===== src/rtl/hpdcache_refill_wr_seq_pkg.sv =====
// Shared types for the refill write sequencer.
// Holds the FSM encoding and default line/set geometry.
package hpdcache_refill_wr_seq_pkg;

  typedef int unsigned hpdcache_uint;

  localparam hpdcache_uint HPDCACHE_LINE_WORDS = 8;
  localparam hpdcache_uint HPDCACHE_SETS       = 64;

  typedef enum logic [1:0] {
    ST_IDLE,
    ST_WRITE,
    ST_DONE
  } refill_wr_state_e;

  typedef logic [$clog2(HPDCACHE_LINE_WORDS)-1:0] line_word_t;
  typedef logic [$clog2(HPDCACHE_SETS)-1:0]       set_t;

endpackage


===== src/rtl/hpdcache_refill_wr_par.sv =====
// Per-byte even parity of a refill write word.
// Only compiled when HPDCACHE_REFILL_WR_PARITY_EN is defined.
`ifdef HPDCACHE_REFILL_WR_PARITY_EN
module hpdcache_refill_wr_par
  import hpdcache_refill_wr_seq_pkg::*;
#(
  parameter hpdcache_uint WORD_WIDTH = 64
)(
  input  logic [WORD_WIDTH-1:0]   data_i,
  output logic [WORD_WIDTH/8-1:0] par_o
);

  always_comb begin
    par_o = '0;
    for (int i = 0; i < int'(WORD_WIDTH / 8); i++) begin
      par_o[i] = ^data_i[i*8 +: 8];
    end
  end

endmodule
`endif


===== src/rtl/hpdcache_refill_wr_seq.sv =====
// Refill write sequencer: streams one line of words into the data RAM.
// Optional byte parity output under HPDCACHE_REFILL_WR_PARITY_EN.
module hpdcache_refill_wr_seq
  import hpdcache_refill_wr_seq_pkg::*;
#(
  parameter hpdcache_uint WORD_WIDTH = 64,
  parameter hpdcache_uint LINE_WORDS = HPDCACHE_LINE_WORDS,
  parameter hpdcache_uint SETS       = HPDCACHE_SETS,
  parameter hpdcache_uint WAYS       = 4
)(
  input  logic                          clk_i,
  input  logic                          rst_i,
  input  logic                          cmd_valid_i,
  output logic                          cmd_ready_o,
  input  logic [$clog2(SETS)-1:0]       cmd_set_i,
  input  logic [WAYS-1:0]               cmd_way_i,
  input  logic                          word_valid_i,
  output logic                          word_ready_o,
  input  logic [WORD_WIDTH-1:0]         word_i,
  input  logic                          ram_gnt_i,
  output logic                          ram_we_o,
  output logic [$clog2(SETS)-1:0]       ram_set_o,
  output logic [WAYS-1:0]               ram_way_o,
  output logic [$clog2(LINE_WORDS)-1:0] ram_word_o,
  output logic [WORD_WIDTH-1:0]         ram_wdata_o,
`ifdef HPDCACHE_REFILL_WR_PARITY_EN
  output logic [WORD_WIDTH/8-1:0]       ram_wpar_o,
`endif
  output logic                          done_o,
  output logic [$clog2(SETS)-1:0]       done_set_o,
  output logic [WAYS-1:0]               done_way_o
);

  localparam hpdcache_uint SetW = hpdcache_uint'($clog2(SETS));
  localparam hpdcache_uint IdxW = hpdcache_uint'($clog2(LINE_WORDS));
  localparam logic [IdxW-1:0] LastIdx = IdxW'(LINE_WORDS - 1);

  if (LINE_WORDS < 2 || (LINE_WORDS & (LINE_WORDS - 1)) != 0) begin : g_bad_lw
    $error("LINE_WORDS must be a power of two >= 2");
  end
  if (SETS == 0 || (SETS & (SETS - 1)) != 0) begin : g_bad_sets
    $error("SETS must be a power of two");
  end
  if (WORD_WIDTH == 0) begin : g_bad_ww
    $error("WORD_WIDTH must be > 0");
  end

  refill_wr_state_e  state_q, state_d;
  logic [IdxW-1:0]   cnt_q, cnt_d;
  logic [SetW-1:0]   set_q, set_d;
  logic [WAYS-1:0]   way_q, way_d;

  always_ff @(posedge clk_i) begin
    if (rst_i) begin
      state_q <= ST_IDLE;
    end else begin
      state_q <= state_d;
    end
  end

  always_ff @(posedge clk_i) begin
    if (rst_i) begin
      cnt_q <= '0;
      set_q <= '0;
      way_q <= '0;
    end else begin
      cnt_q <= cnt_d;
      set_q <= set_d;
      way_q <= way_d;
    end
  end

  always_comb begin
    state_d = state_q;
    cnt_d   = cnt_q;
    set_d   = set_q;
    way_d   = way_q;
    unique case (state_q)
      ST_IDLE: begin
        if (cmd_valid_i) begin
          state_d = ST_WRITE;
          cnt_d   = '0;
          set_d   = cmd_set_i;
          way_d   = cmd_way_i;
        end
      end
      ST_WRITE: begin
        if (word_ready_o) begin
          cnt_d = cnt_q + IdxW'(1);
          if (cnt_q == LastIdx) begin
            state_d = ST_DONE;
          end
        end
      end
      ST_DONE: state_d = ST_IDLE;
      default: state_d = ST_IDLE;
    endcase
  end

  // Words are only pulled while writing, so the next line stays upstream.
  always_comb begin
    cmd_ready_o  = 1'b0;
    word_ready_o = 1'b0;
    done_o       = 1'b0;
    unique case (state_q)
      ST_IDLE:  cmd_ready_o  = 1'b1;
      ST_WRITE: word_ready_o = word_valid_i & ram_gnt_i;
      ST_DONE:  done_o       = 1'b1;
      default: ;
    endcase
    ram_we_o = word_ready_o;
  end

  assign ram_set_o   = set_q;
  assign ram_way_o   = way_q;
  assign ram_word_o  = cnt_q;
  assign ram_wdata_o = word_i;
  assign done_set_o  = set_q;
  assign done_way_o  = way_q;

`ifdef HPDCACHE_REFILL_WR_PARITY_EN
  hpdcache_refill_wr_par #(
    .WORD_WIDTH (WORD_WIDTH)
  ) i_par (
    .data_i (word_i),
    .par_o  (ram_wpar_o)
  );
`endif

  a_way_onehot: assert property (
    @(posedge clk_i) disable iff (rst_i)
    (cmd_valid_i && cmd_ready_o) |-> $onehot(cmd_way_i)
  ) else $error("refill command way is not one-hot");

endmodule

===== config.mk =====
export PLATFORM = sky130hd
export DESIGN_NAME = hpdcache_refill_wr_seq
export DESIGN_NICKNAME = d
export VERILOG_FILES = /design/src/rtl/hpdcache_refill_wr_seq_pkg.sv /design/src/rtl/hpdcache_refill_wr_par.sv /design/src/rtl/hpdcache_refill_wr_seq.sv
export SDC_FILE = /design/constraint.sdc
export NUM_CORES = 1
export LEC_CHECK = 0
export ABC_CLOCK_PERIOD_IN_PS = 1850
export CAP_MARGIN = 20
export CORE_MARGIN = 2
export CORE_UTILIZATION = 25
export CTS_BUF_LIST = sky130_fd_sc_hd__clkbuf_16
export DETAILED_ROUTE_END_ITERATION = 10
export PLACE_DENSITY = 0.89
export SLEW_MARGIN = 5
export SYNTH_ARGS = -nofsm -noshare
export SYNTH_HDL_FRONTEND = slang
export SYNTH_SLANG_ARGS = --single-unit

===== constraint.sdc =====
create_clock -name clk_i -period 1.85 [get_ports clk_i]
set_input_delay 0.185 -clock clk_i [delete_from_list [all_inputs] [get_ports clk_i]]
set_output_delay 0.185 -clock clk_i [all_outputs]
set_load 0.005 [all_outputs]

==> results_tabular.tex, run 1 <==
\begin{tabular}{lr}
\hline
Metric & Value \\
\hline
\multicolumn{2}{l}{\textbf{Status}} \\
Result of the run & complete, no violations \\
\multicolumn{2}{l}{\textbf{Worst setup path}} \\
Worst setup path class & reg2out \\
Delay contributed by the slowest stage of the critical path & 0.53 ns \\
Worst r2r path cells & 3 \\
Crit path launch type & register \\
R2R Setup Slk & 0.69 ns \\
CP max-delay cell & clkdlybuf4s50\_1 \\
Critical path endpoint category & output port \\
Maximum fanout along the worst path & 7 \\
Crit-path cells & nand4b\_1 -> inv\_2 -> clkdlybuf4s50\_1 \\
CP arrival & 1.50 ns \\
Worst EP required & 1.66 ns \\
\multicolumn{2}{l}{\textbf{Timing}} \\
Unrepaired setup endpoints after global routing & no \\
\# setup viols final & 0 \\
Max-Slew Margin vs Limit & 63.2\% \\
Hold violation count in the final report & 0 \\
Setup TNS & 0 ns \\
Worst path setup slack after routing & 0.165 ns \\
Share of the clock period used by the worst path after layout & 91.1\% \\
Total count of max-transition violations in the final report & 0 \\
Transition time at the pin with the least slew margin & 0.550 ns \\
Achievable clock frequency & 0.594 GHz \\
Fin Clk Skew & 0.00538 ns \\
Clock period minus worst slack & 1.68 ns \\
\multicolumn{2}{l}{\textbf{GRT}} \\
Antenna violations before repair & 0 \\
Remaining global-route overflow & 0 \\
Total GRT Usage & 8.31\% \\
Maximum number of pins on one net before global-route repair & 16 \\
Number of global-route vias before repair & 685 \\
First-pass GRT wire length & 3260 um \\
\multicolumn{2}{l}{\textbf{Finish}} \\
Share of layout cells above drive strength 1 & 8.85\% \\
Number of nets at the end of the flow & 195 \\
Post-route cell area & 1140 um\^{}2 \\
Non-filler instance count after layout & 165 \\
\# diodes & 0 \\
Sequential cell area & 300 um\^{}2 \\
Total area of multi-input combinational cells & 263 um\^{}2 \\
Area added between synthesis and finish & -0.656\% \\
Number of filler cells placed in the layout & 484 \\
\multicolumn{2}{l}{\textbf{Synthesis}} \\
Sequential area share after synthesis & 26.2\% \\
Average cell area after synthesis & 8.01 um\^{}2 \\
Yosys synthesis warning count & 0 \\
Flops \& latches, synth & 15 \\
Post-synth design cell area & 1140 um\^{}2 \\
Post-Synthesis Net Count & 224 \\
Count of distinct cell types in the synthesized netlist & 19 \\
Number of instances in the synthesized netlist & 143 \\
\multicolumn{2}{l}{\textbf{Flow run}} \\
Max-cap violation count & 0 \\
\multicolumn{2}{l}{\textbf{Die}} \\
Height of the die & 71.7 um \\
IO Count & 170 \\
Die span in x & 71.7 um \\
Floorplan Core Area & 4380 um\^{}2 \\
Starting utilization of the core area & 26.1\% \\
Row Count & 24 \\
Area of the die & 5140 um\^{}2 \\
\multicolumn{2}{l}{\textbf{Place}} \\
Dpl ws & 0.114 ns \\
Post-placement cell area & 1060 um\^{}2 \\
Weighted congestion reported at the end of routability-driven placement & 0.668 \\
I/O Buffers & 41 \\
Placed wire-length estimate after detailed placement & 1690 um \\
Total instance count after detailed placement & 161 \\
\multicolumn{2}{l}{\textbf{Clocking}} \\
Clock latency reported for the late side of the worst-skew pair & 0.24 ns \\
Cts bufs inserted & 3 \\
CTS tree & yes \\
Root Driver & clkbuf\_16 \\
CTS Sinks & 15 \\
Number of buffers on the longest clock path & 2 \\
H-tree depth reported by CTS & 1 \\
Clock transition at the registers of the reported paths & 0.04 ns \\
\multicolumn{2}{l}{\textbf{Detailed routing}} \\
Post-detailed-route DRC marker count & 0 \\
First-pass DRT Iterations & 4 \\
Drt total wl & 2210 um \\
Routed wire per std cell & 13.4 um \\
Starting DRT DRC Count & 3 \\
Via count & 701 \\
Number of vias per cell & 4.25 \\
Detail Route Antenna Nets & 0 \\
\multicolumn{2}{l}{\textbf{Power}} \\
Leak Pwr & 0.419 nW \\
Power per Cell Area & 786 nW/um\^{}2 \\
Maximum VDD drop & 241 uV \\
\multicolumn{2}{l}{\textbf{Worst hold path}} \\
Cells on Worst Hold Path & 0 \\
Worst hold-check path type & in2out \\
\hline
\end{tabular}
-- critical path: cells and delay by family, from the launching register on --
family	cells	cell delay [ns]
buf+inv	2	0.67
flops	1	0.42
simple gates	1	0.17
-- Yosys cell counts --
cell type | n | area share (%)
nor3b_2 | 1 | 1.1
buf_4 | 75 | 49
buf_6 | 1 | 0.98
ha_1 | 2 | 2.2
dfxtp_1 | 15 | 26
nand2b_1 | 1 | 0.55
nor3b_1 | 1 | 0.66
nand4b_1 | 1 | 0.77
o21ai_0 | 1 | 0.44
nand4_1 | 1 | 0.55
a21oi_1 | 13 | 5.7
nand2_1 | 22 | 7.2
inv_1 | 1 | 0.33
and2b_2 | 1 | 0.77
or3b_4 | 1 | 0.98
nand3_1 | 3 | 1.3
clkbuf_1 | 1 | 0.33
nor3_1 | 1 | 0.44
nor2_1 | 1 | 0.33
-- power by group --
part           switching (mW)  internal [mW]
Clock                   0.124          0.288
Combinational          0.0447         0.0866
Sequential             0.0117          0.339
Total                   0.181          0.713
-- cell usage in the layout, fill, tap and decap left out, drive strengths merged --
cell type      Yosys  routed
clkdlybuf4s50      0      41
nand2             22      22
dfxtp             15      15
a21oi             13      13
nand3              3       3
clkbuf             1       3
ha                 2       2
buf               76       2
nor3b              2       2
nor2               1       1
nand4b             1       1
inv                1       1
and2b              1       1
or3b               1       1
nand2b             1       1
nand4              1       1
o21ai              1       1
nor3               1       1
clkinv             0       1
-- area by class of cell --
class                           count  area share [%]
Clock buffer                        3            6.60
Clock inverter                      1           0.440
Inverter                            1           0.330
Multi-Input combinational cell     50            23.1
Sequential cell                    15            26.4
Tap cell                           52            5.72
Timing Repair Buffer               43            37.4
-- through the flow --
step,util (%),hold WS [ns],power (mW)
4_1_cts,25.9,0.370,0.915
3_5_place_dp,24.1,0.370,0.491
2_1_floorplan,-,0.254,0.523
6_report,25.9,0.370,0.894
3_3_place_gp,24.1,0.370,0.488
5_1_grt,25.9,0.370,0.947
-- final timing paths --
path / startpoint / to
max reg2reg: state_q[1] / ram_word_o[2]
min reg2reg: done_way_o[2] / done_way_o[2]
min: word_i[12] / ram_wdata_o[12]
max: state_q[0] / ram_we_o
-- registers in the layout (all words and copies together), names as in the netlist --
| signal | flops |
|---|---|
| done_way_o | 4 |
| ram_word_o | 3 |
| state_q | 2 |
| done_set_o | 6 |
-- layer usage --
layer | global-route usage, % | routed length (um) | vias to the layer above
met1 | 6.91 | 709 | 306
met5 | 0 | 0 | -
li1 | - | - | 319
met4 | 10.1 | 179 | 0
met2 | 13.1 | 1020 | 46
met3 | 4.08 | 302 | 30
-- cells by family (layout without fill, tap and decap cells) --
| family | after synthesis | after routing | synth area share [%] |
|---|---|---|---|
| AND/OR/NAND/NOR | 34 | 34 | 14.6 |
| flip-flops | 15 | 15 | 26.2 |
| buffers and inverters | 78 | 48 | 50.8 |
| adder cells (fa/ha/maj) | 2 | 2 | 2.19 |
| AO/OA/AOI/OAI | 14 | 14 | 6.12 |
-- what timing repair did --
action,in CTS,in global routing
setup buffers,0,0
endpoints found under the setup margin,0,1
hold endpoints to repair,0,0
gates resized for setup,0,1
hold buffers,0,0
Note: power is estimated with default switching activity, not from simulation.
==> run 2: changes to the inputs <==
GPL_TIMING_DRIVEN = 1   (was not set)
PLACE_DENSITY = 0.86   (was 0.89)
==> results_tabular.tex, run 2 (synthesis gave the netlist of run 1 again) <==
\begin{tabular}{lr}
\hline
Metric & Value \\
\hline
\multicolumn{2}{l}{\textbf{Status}} \\
Result of the run & complete, no violations \\
\multicolumn{2}{l}{\textbf{Place}} \\
I/O Buffers & 41 \\
Placed wire-length estimate after detailed placement & 1760 um \\
Weighted congestion reported at the end of routability-driven placement & 0.676 \\
\multicolumn{2}{l}{\textbf{Worst setup path}} \\
Worst EP required & 1.66 ns \\
Crit path launch type & register \\
Reg-to-reg endpoint & ram\_word\_o[0] \\
Critical register-to-register path startpoint & state\_q[1] \\
Maximum fanout along the worst path & 7 \\
R2R Setup Slk & 0.68 ns \\
Critical path endpoint category & output port \\
CP arrival & 1.48 ns \\
Worst r2r path cells & 3 \\
Worst setup path class & reg2out \\
\multicolumn{2}{l}{\textbf{Clocking}} \\
Cts bufs inserted & 3 \\
Post-CTS setup repair buffer count & 0 \\
Clock transition at the registers of the reported paths & 0.04 ns \\
Root Driver & clkbuf\_16 \\
Clock latency reported for the late side of the worst-skew pair & 0.24 ns \\
Post-CTS Hold Buffers & 0 \\
Number of buffers on the longest clock path & 2 \\
CTS Sinks & 15 \\
CTS tree & yes \\
H-tree depth reported by CTS & 1 \\
CTS-repair resized insts & 0 \\
\multicolumn{2}{l}{\textbf{Timing}} \\
Hold violation count in the final report & 0 \\
Share of the clock period used by the worst path after layout & 89.8\% \\
Max-Slew Margin vs Limit & 65.3\% \\
Setup TNS & 0 ns \\
Transition time at the pin with the least slew margin & 0.519 ns \\
Achievable clock frequency & 0.602 GHz \\
Unrepaired setup endpoints after global routing & no \\
Fin Clk Skew & 0.00257 ns \\
\# setup viols final & 0 \\
Clock period minus worst slack & 1.66 ns \\
Total count of max-transition violations in the final report & 0 \\
\multicolumn{2}{l}{\textbf{Finish}} \\
Flip-flop count of the largest register, all copies and words added & 6 \\
Share of layout cells above drive strength 1 & 7.89\% \\
Number of nets at the end of the flow & 196 \\
Commonest cells after routing, fill and taps aside & clkdlybuf4s50\_1, nand2\_1, dfxtp\_1 \\
Area added between synthesis and finish & -0.109\% \\
Number of filler cells placed in the layout & 465 \\
Final Util & 26.1\% \\
Commonest non-fill, non-tap cell in the layout & clkdlybuf4s50\_1 \\
\# diodes & 0 \\
\multicolumn{2}{l}{\textbf{Power}} \\
Clock power share & 45.7\% \\
Maximum VDD drop & 246 uV \\
Internal power of the cells & 712 uW \\
Power per Cell Area & 776 nW/um\^{}2 \\
Combinational share of power & 14.8\% \\
Sw frac & 19.8\% \\
Flop pwr share & 39.5\% \\
Psw & 176 uW \\
Leak Pwr & 0.428 nW \\
\multicolumn{2}{l}{\textbf{Die}} \\
Die span in x & 71.7 um \\
Starting utilization of the core area & 26.1\% \\
Area of the die & 5140 um\^{}2 \\
IO Count & 170 \\
Row Count & 24 \\
Height of the die & 71.7 um \\
Floorplan Core Area & 4380 um\^{}2 \\
\multicolumn{2}{l}{\textbf{GRT}} \\
First-pass GRT wire length & 3260 um \\
Antenna violations before repair & 0 \\
Remaining global-route overflow & 0 \\
Total GRT Usage & 8.46\% \\
Number of global-route vias before repair & 649 \\
Maximum number of pins on one net before global-route repair & 16 \\
\multicolumn{2}{l}{\textbf{Worst hold path}} \\
Cells on Worst Hold Path & 0 \\
Endpoint of the worst hold path & ram\_wdata\_o[13] \\
Hold Path Origin & word\_i[13] \\
Worst hold-check path type & in2out \\
\multicolumn{2}{l}{\textbf{Detailed routing}} \\
Detail Route Antenna Nets & 0 \\
Via count & 714 \\
Number of vias per cell & 4.30 \\
Starting DRT DRC Count & 16 \\
Routed wire per std cell & 13.2 um \\
First-pass DRT Iterations & 4 \\
Post-detailed-route DRC marker count & 0 \\
Drt total wl & 2190 um \\
\multicolumn{2}{l}{\textbf{Flow run}} \\
Max-cap violation count & 0 \\
\hline
\end{tabular}
run 2: cell types whose count changed in the layout (fill, tap and decap cells not counted):
cell / before / now
buf_4: 2 / 3
inv_1: 0 / 2
inv_2: 1 / 0
clkinv_2: 1 / 0
run 2: power by group through the flow:
| stage | Combinational, mW | Sequential [mW] | Clock (mW) |
|---|---|---|---|
| after floorplan | 0.166 | 0.357 | 0 |
| final | 0.131 | 0.351 | 0.406 |
| after CTS | 0.134 | 0.351 | 0.424 |
| after global placement | 0.131 | 0.356 | 0 |
| after global routing | 0.143 | 0.353 | 0.435 |
| after detailed placement | 0.134 | 0.357 | 0 |
run 2: worst max path at each step:
stage,from,to
after floorplan,state_q[1],done_set_o[0]
after global placement,word_valid_i,ram_we_o
after detailed placement,word_valid_i,ram_we_o
after CTS,state_q[0],ram_we_o
after global routing,state_q[0],ram_we_o
final,state_q[0],ram_we_o
run 2: worst max-delay path, cell delays in order, from the launching register on:
cell and delay (ns):
dfxtp_1 0.42, nand4b_1 0.15, inv_1 0.12, clkdlybuf4s50_1 0.55
run 2: cell type report:
type                    count  area, um^2  share of cell area, %
repair buffers             44         433                   37.9
flip-flops and latches     15         300                   26.3
multi-input cells          50         263                   23.0
clock buffers               3        75.1                   6.56
well taps                  52        65.1                   5.69
clock inverters             1        3.75                  0.328
inverters                   1        3.75                  0.328
run 2: per-stage QoR:
stage	worst slack (ns)	area [um^2]	cells	total power, mW	hold WS, ns
after floorplan	0.732	1140	143	0.523	0.254
after global placement	0.162	1060	162	0.487	0.370
after detailed placement	0.175	1060	162	0.491	0.370
after CTS	0.125	1140	166	0.909	0.370
after global routing	0.0264	1140	166	0.931	0.370
final	0.189	1140	166	0.888	0.370
run 2: metal layers:
metal	wire [um]	GRT usage, %
met3	307	4.50
met4	138	9.22
met5	0	0
met1	603	6.07
met2	1140	14.7
==> run 3: changes to the inputs <==
PLACE_DENSITY = 0.95   (was 0.86)
SKIP_LAST_GASP = 1   (was not set)
SLEW_MARGIN = 20   (was 5)
==> results_tabular.tex, run 3 (synthesis gave the netlist of run 1 again) <==
\begin{tabular}{lr}
\hline
Metric & Value \\
\hline
\multicolumn{2}{l}{\textbf{Status}} \\
Result of the run & complete, no violations \\
\multicolumn{2}{l}{\textbf{Worst setup path}} \\
Delay contributed by the slowest stage of the critical path & 0.54 ns \\
R2R Setup Slk & 0.68 ns \\
Worst EP required & 1.66 ns \\
Crit-path cells & nand4b\_1 -> inv\_1 -> clkdlybuf4s50\_1 \\
CP arrival & 1.53 ns \\
Worst r2r path cells & 3 \\
Maximum fanout along the worst path & 7 \\
Critical path endpoint category & output port \\
Worst setup path class & reg2out \\
CP max-delay cell & clkdlybuf4s50\_1 \\
Crit path launch type & register \\
\multicolumn{2}{l}{\textbf{Timing}} \\
\# setup viols final & 0 \\
Transition time at the pin with the least slew margin & 0.558 ns \\
Hold violation count in the final report & 0 \\
Max-Slew Margin vs Limit & 62.7\% \\
Unrepaired setup endpoints after global routing & no \\
Total count of max-transition violations in the final report & 0 \\
Achievable clock frequency & 0.584 GHz \\
Fin Clk Skew & 0.00128 ns \\
Setup TNS & 0 ns \\
Clock period minus worst slack & 1.71 ns \\
Share of the clock period used by the worst path after layout & 92.6\% \\
Worst path setup slack after routing & 0.137 ns \\
\multicolumn{2}{l}{\textbf{Die}} \\
Starting utilization of the core area & 26.1\% \\
Floorplan Core Area & 4380 um\^{}2 \\
Height of the die & 71.7 um \\
Row Count & 24 \\
Die span in x & 71.7 um \\
Area of the die & 5140 um\^{}2 \\
IO Count & 170 \\
\multicolumn{2}{l}{\textbf{Finish}} \\
Flip-flop count of the largest register, all copies and words added & 6 \\
Share of layout cells above drive strength 1 & 7.08\% \\
Number of filler cells placed in the layout & 467 \\
Commonest cells after routing, fill and taps aside & clkdlybuf4s50\_1, nand2\_1, dfxtp\_1 \\
Non-filler instance count after layout & 165 \\
Number of nets at the end of the flow & 195 \\
Commonest non-fill, non-tap cell in the layout & clkdlybuf4s50\_1 \\
Final Util & 25.9\% \\
\# diodes & 0 \\
Area added between synthesis and finish & -0.765\% \\
\multicolumn{2}{l}{\textbf{Clocking}} \\
Post-CTS setup repair buffer count & 0 \\
Post-CTS Hold Buffers & 0 \\
CTS Sinks & 15 \\
Cts bufs inserted & 3 \\
CTS tree & yes \\
Number of buffers on the longest clock path & 2 \\
Clock latency reported for the late side of the worst-skew pair & 0.24 ns \\
Root Driver & clkbuf\_16 \\
H-tree depth reported by CTS & 1 \\
CTS-repair resized insts & 0 \\
Clock transition at the registers of the reported paths & 0.05 ns \\
\multicolumn{2}{l}{\textbf{Place}} \\
Weighted congestion reported at the end of routability-driven placement & 0.659 \\
I/O Buffers & 41 \\
Total instance count after detailed placement & 161 \\
Dpl ws & 0.162 ns \\
Placed wire-length estimate after detailed placement & 1550 um \\
\multicolumn{2}{l}{\textbf{Worst hold path}} \\
Cells on Worst Hold Path & 0 \\
Worst hold-check path type & in2out \\
\multicolumn{2}{l}{\textbf{Flow run}} \\
Max-cap violation count & 0 \\
\multicolumn{2}{l}{\textbf{Power}} \\
Pwr Total & 882 uW \\
Power per Cell Area & 776 nW/um\^{}2 \\
Maximum VDD drop & 232 uV \\
Leak Pwr & 0.423 nW \\
\multicolumn{2}{l}{\textbf{GRT}} \\
Maximum number of pins on one net before global-route repair & 16 \\
Antenna violations before repair & 0 \\
Number of global-route vias before repair & 665 \\
Remaining global-route overflow & 0 \\
Total GRT Usage & 7.41\% \\
First-pass GRT wire length & 2940 um \\
\multicolumn{2}{l}{\textbf{Detailed routing}} \\
Post-detailed-route DRC marker count & 0 \\
Drt total wl & 2000 um \\
First-pass DRT Iterations & 3 \\
Via count & 722 \\
Number of vias per cell & 4.38 \\
Routed wire per std cell & 12.1 um \\
Detail Route Antenna Nets & 0 \\
Starting DRT DRC Count & 10 \\
\hline
\end{tabular}
run 3: cell types whose count changed in the layout (fill, tap and decap cells not counted):
| cell | previous run | this run |
|---|---|---|
| buf_4 | 3 | 2 |
run 3: layer usage:
metal  vias to the layer above  global-route usage (%)  part of all wire [%]
met5                         -                       0                     0
met1                       317                    6.06                    34
met4                         0                    7.97                   6.9
met3                        26                    5.06                    16
met2                        58                    11.2                    43
li1                        321                       -                     -
run 3: path summary, 6_finish.rpt:
check                                   start               to
worst max-delay path               state_q[0]         ram_we_o
worst min-delay path               word_i[16]  ram_wdata_o[16]
worst max register to register     state_q[1]    ram_word_o[2]
worst min register to register  done_set_o[0]    done_set_o[0]
run 3: stage by stage:
| step | hold slack, ns | instance area (um^2) |
|---|---|---|
| after floorplan | 0.254 | 1140 |
| after global placement | 0.370 | 1060 |
| after detailed placement | 0.370 | 1060 |
| after CTS | 0.370 | 1140 |
| after global routing | 0.370 | 1140 |
| final | 0.370 | 1140 |
run 3: final cells by class:
| cell class | count | area [um^2] | share of cell area, % |
|---|---|---|---|
| Sequential cell | 15 | 300 | 26.4 |
| Clock inverter | 1 | 3.75 | 0.330 |
| Timing Repair Buffer | 43 | 425 | 37.4 |
| Multi-Input combinational cell | 50 | 263 | 23.1 |
| Clock buffer | 3 | 75.1 | 6.61 |
| Inverter | 1 | 3.75 | 0.330 |
| Tap cell | 52 | 65.1 | 5.73 |
run 3: power by group:
group | switching [mW] | internal (mW) | total [mW]
registers | 0.0113 | 0.339 | 0.350
clock network | 0.116 | 0.285 | 0.401
logic | 0.0441 | 0.0865 | 0.131
run 3: worst max-delay path, delay by kind of cell (launching register included):
kind          cells  cell delay [ns]
buf+inv           2             0.71
flops             1             0.42
simple gates      1             0.16
